`src/rtl/step_gen_ramp.sv`:
```
// Step/direction pulse generator: a velocity ramp feeds a phase accumulator whose carries become step pulses.
// Macro STEP_GEN_RAMP_ACCEL_EN enables the acceleration ramp; without it cur_vel follows target_vel one cycle late.
module step_gen_ramp #(
   parameter int W         = 32,
   parameter int STEP_HIGH = 4,
   parameter int STEP_LOW  = 4,
   parameter int DIR_SETUP = 8
) (
   input  logic                clk,
   input  logic                reset,
   input  logic                enable,
   input  logic signed [W-1:0] target_vel,
   input  logic        [W-1:0] accel,
   input  logic                pos_load,
   input  logic signed [W-1:0] pos_load_val,
   output logic                step,
   output logic                dir,
   output logic signed [W-1:0] position,
   output logic signed [W-1:0] cur_vel,
   output logic                busy,
   output logic                overrun,
   output logic        [1:0]   dbg_state
);

   typedef enum logic [1:0] {S_IDLE = 2'd0, S_SETUP = 2'd1, S_HIGH = 2'd2, S_LOW = 2'd3} state_t;

   localparam int CMAX = (DIR_SETUP > STEP_HIGH) ? ((DIR_SETUP > STEP_LOW) ? DIR_SETUP : STEP_LOW)
                                                 : ((STEP_HIGH > STEP_LOW) ? STEP_HIGH : STEP_LOW);
   localparam int CW   = (CMAX < 2) ? 1 : $clog2(CMAX);

   state_t              r_state, w_state_nxt;
   logic [CW-1:0]       r_cnt, w_cnt_nxt;
   logic signed [W-1:0] r_cur_vel, w_vel_next, r_position;
   logic [W-1:0]        r_acc, w_abs;
   logic [W:0]          w_sum;
   logic                r_req, r_req_dir;
   logic                r_pend, r_pend_dir, w_pend_nxt, w_pend_dir_nxt;
   logic                r_dir, w_dir_nxt, r_overrun, w_ovr_nxt;
   logic                w_free, w_have, w_sel_dir, w_enter_high;

`ifdef STEP_GEN_RAMP_ACCEL_EN
   // Two guard bits keep cur_vel +/- accel exact so the clamp to target never sees a wrapped value.
   localparam int EW = W + 2;
   logic signed [EW-1:0] w_vel_x, w_tgt_x, w_up, w_dn;
   assign w_vel_x = {{2{r_cur_vel[W-1]}}, r_cur_vel};
   assign w_tgt_x = {{2{target_vel[W-1]}}, target_vel};
   assign w_up    = w_vel_x + {2'b00, accel};
   assign w_dn    = w_vel_x - {2'b00, accel};

   always_comb begin
      w_vel_next = r_cur_vel;
      if (w_vel_x < w_tgt_x)
         w_vel_next = (w_up > w_tgt_x) ? target_vel : w_up[W-1:0];
      else if (w_vel_x > w_tgt_x)
         w_vel_next = (w_dn < w_tgt_x) ? target_vel : w_dn[W-1:0];
   end
`else
   logic w_unused_accel;
   assign w_unused_accel = ^accel;
   assign w_vel_next     = target_vel;
`endif

   // Magnitude of the most negative value is 2^(W-1), which is exact as an unsigned W-bit number.
   assign w_abs = r_cur_vel[W-1] ? (~r_cur_vel + W'(1)) : r_cur_vel;
   assign w_sum = {1'b0, r_acc} + {1'b0, w_abs};

   always_ff @(posedge clk) begin
      if (reset) begin
         r_acc     <= '0;
         r_cur_vel <= '0;
         r_req     <= 1'b0;
         r_req_dir <= 1'b1;
      end else if (enable) begin
         r_acc     <= w_sum[W-1:0];
         r_cur_vel <= w_vel_next;
         r_req     <= w_sum[W];
         r_req_dir <= ~r_cur_vel[W-1];
      end else begin
         r_req     <= 1'b0;
      end
   end

   // Request handshake: r_req is a one-cycle valid with no ready. It is always consumed that cycle:
   // taken by the FSM when free, parked in the one-deep slot when busy, or dropped (overrun) when the slot is full.
   // "Free" includes the last LOW cycle so back-to-back pulses need no idle gap.
   assign w_free    = (r_state == S_IDLE) || ((r_state == S_LOW) && (r_cnt == '0));
   assign w_have    = r_pend | r_req;
   assign w_sel_dir = r_pend ? r_pend_dir : r_req_dir;

   always_comb begin
      w_state_nxt    = r_state;
      w_cnt_nxt      = r_cnt;
      w_dir_nxt      = r_dir;
      w_pend_nxt     = r_pend;
      w_pend_dir_nxt = r_pend_dir;
      w_ovr_nxt      = r_overrun;
      w_enter_high   = 1'b0;
      case (r_state)
         S_SETUP: begin
            if (r_cnt == '0) begin
               w_state_nxt  = S_HIGH;
               w_cnt_nxt    = CW'(STEP_HIGH - 1);
               w_enter_high = 1'b1;
            end else begin
               w_cnt_nxt = r_cnt - CW'(1);
            end
         end
         S_HIGH: begin
            if (r_cnt == '0) begin
               w_state_nxt = S_LOW;
               w_cnt_nxt   = CW'(STEP_LOW - 1);
            end else begin
               w_cnt_nxt = r_cnt - CW'(1);
            end
         end
         S_LOW: begin
            if (r_cnt == '0) w_state_nxt = S_IDLE;
            else             w_cnt_nxt   = r_cnt - CW'(1);
         end
         default: ;
      endcase
      if (w_free && w_have) begin
         if (w_sel_dir == r_dir) begin
            w_state_nxt  = S_HIGH;
            w_cnt_nxt    = CW'(STEP_HIGH - 1);
            w_enter_high = 1'b1;
         end else begin
            w_state_nxt = S_SETUP;
            w_cnt_nxt   = CW'(DIR_SETUP - 1);
            w_dir_nxt   = ~r_dir;
         end
         w_pend_nxt     = r_pend & r_req;
         w_pend_dir_nxt = r_req_dir;
      end else if (!w_free && r_req) begin
         if (r_pend) begin
            w_ovr_nxt = 1'b1;
         end else begin
            w_pend_nxt     = 1'b1;
            w_pend_dir_nxt = r_req_dir;
         end
      end
   end

   always_ff @(posedge clk) begin
      if (reset) begin
         r_state    <= S_IDLE;
         r_cnt      <= '0;
         r_dir      <= 1'b1;
         r_pend     <= 1'b0;
         r_pend_dir <= 1'b1;
         r_overrun  <= 1'b0;
         r_position <= '0;
      end else begin
         r_state    <= w_state_nxt;
         r_cnt      <= w_cnt_nxt;
         r_dir      <= w_dir_nxt;
         r_pend     <= w_pend_nxt;
         r_pend_dir <= w_pend_dir_nxt;
         r_overrun  <= w_ovr_nxt;
         if (pos_load)
            r_position <= pos_load_val;
         else if (w_enter_high)
            r_position <= r_dir ? (r_position + W'(1)) : (r_position - W'(1));
      end
   end

   assign step      = (r_state == S_HIGH);
   assign busy      = (r_state != S_IDLE);
   assign dir       = r_dir;
   assign position  = r_position;
   assign cur_vel   = r_cur_vel;
   assign overrun   = r_overrun;
   assign dbg_state = r_state;

endmodule
```
`config.mk`:
```
export PLATFORM = sky130hd
export DESIGN_NAME = step_gen_ramp
export DESIGN_NICKNAME = d
export VERILOG_FILES = /design/src/rtl/step_gen_ramp.sv
export SDC_FILE = /design/constraint.sdc
export NUM_CORES = 1
export LEC_CHECK = 0
export BUFFER_PORTS_ARGS = -buffer_cell sky130_fd_sc_hd__buf_2
export CORE_AREA = 3 3 120 122
export DETAILED_ROUTE_END_ITERATION = 16
export DIE_AREA = 0 0 123 125
export PLACE_DENSITY = 0.95
export SLEW_MARGIN = 40
export SYNTH_ARGS = -nofsm -noshare
export SYNTH_HDL_FRONTEND = slang
export SYNTH_SLANG_ARGS = --single-unit
```
`constraint.sdc`:
```
create_clock -name clk -period 7.3 [get_ports clk]
set_clock_uncertainty 0.05 [all_clocks]
set_input_delay 1.825 -clock clk [delete_from_list [all_inputs] [get_ports clk]]
set_output_delay 1.825 -clock clk [all_outputs]
set_load 0.03 [all_outputs]
```
==> flow_metrics.env <==
export IMPL_final_nets=1267
export IMPL_synth_async_sr_flop_share=0
export IMPL_grt_pass1_vias=7172
export IMPL_die_w_um=123
export IMPL_vias_per_cell=5.97
export IMPL_netlist_area_um2=8060
export IMPL_timing_fmax_mhz=197
export IMPL_avgRoutedWirePerCell_um=15.9
export IMPL_drtPass1Iterations=5
export IMPL_gp_congestion=0.903
export IMPL_tightestPinTransition_ns=0.787
export IMPL_leakage_nw=4.40
export IMPL_syn_area_per_cell_um2=8.15
export IMPL_cp_max_fo=7
export IMPL_die_area_um2=15400
export IMPL_crit_path_start_kind="flop"
export IMPL_setup_viol=0
export IMPL_fp_row_count=42
export IMPL_critPathArrivalTime_ns=5.32
export IMPL_clock_sinks=107
export IMPL_overflow=0
export IMPL_slew_limit_headroom=0.475
export IMPL_finalCritPeriodShare=0.695
export IMPL_initial_utilization=0.606
export IMPL_clock_latency_ns=0.36
export IMPL_endpoint_kind="flop"
export IMPL_synth_seq_area_share=0.266
export IMPL_vdd_drop_max_mv=0.178
export IMPL_cts_made_buffers=9
export IMPL_ctsHtreeMaxLevel=3
export IMPL_drt_wl_total_um=20200
export IMPL_grt_pass1_wl_um=33500
export IMPL_finalHoldViolations=0
export IMPL_worst_hold_slack_ns=0.416
export IMPL_synth_nets=1162
export IMPL_yosysUniqueCellTypes=69
export IMPL_die_h_um=125
export IMPL_slew_viol_final=0
export IMPL_p_total_mw=1.75
export IMPL_max_clock_path_buffers=2
export IMPL_power_density_nw_per_um2=191
export IMPL_dp_cells=1258
export IMPL_fin_area_um2=9150
export IMPL_dpl_cell_area_um2=8840
export IMPL_synth_edff_count=0
export IMPL_post_route_cells_drive_above_1_share=0.161
export IMPL_cts_tree="yes"
export IMPL_antenna_found_initial=1
export IMPL_hp_class="reg -> reg"
export IMPL_core_um2=13300
export IMPL_diodes=0
export IMPL_finalWorstSetupSlack_ns=2.22
export IMPL_post_place_ws_ns=2.45
export IMPL_drc=0
export IMPL_antenna_left=0
export IMPL_tns_ns=0
export IMPL_crit_type="reg -> reg"
export IMPL_postCtsHoldBufs=0
export IMPL_crit_required_ns=7.55
export IMPL_outcome="finished clean"
export IMPL_maxCapViolations=0
export IMPL_synthCells=988
export IMPL_finalNonFillerCells=1274
export IMPL_cts_setup_buffers=0
export IMPL_cts_root_buf="clkbuf_16"
export IMPL_io_pins=170
export IMPL_syn_to_final_growth_pct=13.6
export IMPL_vias=7611
export IMPL_grt_max_degree=94
export IMPL_clk_pin_slew_worst_paths_ns=0.07
export IMPL_grtUsageTotal=0.262
export IMPL_ys_flop_type="dfxtp_1"
export IMPL_port_buffers=137
export IMPL_fin_crit_ns=5.08
export IMPL_cts_resized=0
export IMPL_final_util=0.688
export IMPL_dpl_hpwl_um=14700
export IMPL_yosysWarnings=0
export IMPL_synth_seq_cells=107
export IMPL_rsz0062_at_grt="false"
export IMPL_drt_iter0_drc=732
-- where the power goes --
group / total [mW] / internal, mW / switching (mW)
Combinational: 0.549 / 0.220 / 0.329
Sequential: 0.687 / 0.635 / 0.0517
Clock: 0.510 / 0.279 / 0.231
Total: 1.75 / 1.13 / 0.612
-- layer usage --
layer	vias up	routed length, um	track usage
li1	3791	-	-
met1	3508	8480	0.325
met2	279	10200	0.461
met3	31	1290	0.0519
met4	2	283	0.0678
met5	-	13	0
-- area by class of cell --
type	instances	area [um2]
multi-input combinational	813	5670
fill	1037	4150
sequential	107	2140
timing repair buffer	140	721
clock buffer	10	239
tap	176	220
inverter	22	83.8
clock inverter	6	70.1
-- logic make-up after synthesis --
family,share of synthesized area
AND/OR/NAND/NOR,0.176
AO/OA/AOI/OAI,0.247
flip-flops,0.266
adder cells (fa/ha/maj),0.117
multiplexers,0.0724
XOR/XNOR,0.0902
buffers and inverters,0.0321
-- sequential cells by signal, indices dropped and copies added (netlist names) --
signal and cells:
cur_vel 32, r_pend 1, r_acc 32, overrun 1, r_cnt 3, position 32, dbg_state 2, r_pend_dir 1
r_req 1, dir 1, r_req_dir 1
-- worst max-delay path: stages (launching register included) --
cell and delay [ns]:
dfxtp_1 0.39, nor4_1 0.42, nand3_1 0.24, or3_1 0.44
or4_4 0.45, o21ai_0 0.25, xnor2_1 0.15, ha_1 0.36
and3_1 0.25, nand2_1 0.11, or3_1 0.40, o22ai_1 0.22
a211oi_2 0.11, a21oi_1 0.35, a2111oi_0 0.22, or4_1 0.50
nand3_1 0.09
-- cell usage after synthesis (all sizes together), types with 9 or more instances --
cell type    n  area [um2]
nor2       131         492
o211ai      19         143
clkbuf      37         139
o21ai       61         309
a31oi        9        56.3
xor2        28         245
nand2       67         251
a21oi       81         405
buf          9        37.5
a21o        30         225
nand2b      19         141
mux2i       56         561
dfxtp      107        2140
a211oi      19         148
ha          72         901
inv         20        75.1
nor3        22         110
o211a       13         130
nand3       17        85.1
xnor2       55         482
-- placed cells by master, fill, tap and decap left out, types with 13 or more instances in the layout --
cell type and instances:
a211oi_1 18, xor2_1 28, nand2b_1 16, nand3_1 17
nor3_1 22, dfxtp_1 107, buf_2 135, o211ai_1 19
o21ai_0 59, ha_1 72, a21oi_1 81, mux2i_1 56
inv_1 20, xnor2_1 55, o211a_1 13, nor2_1 131
a21o_1 30, nand2_1 67
-- final timing paths --
| path | startpoint | endpoint | slack [ns] | cells after the start |
|---|---|---|---|---|
| min | overrun | overrun | 0.42 | 2 |
| max | cur_vel[6] | r_acc[31] | 2.22 | 16 |
| max reg2reg | cur_vel[6] | r_acc[31] | 2.22 | 16 |
| min reg2reg | overrun | overrun | 0.42 | 2 |
Power figures use the tool's default switching activity.
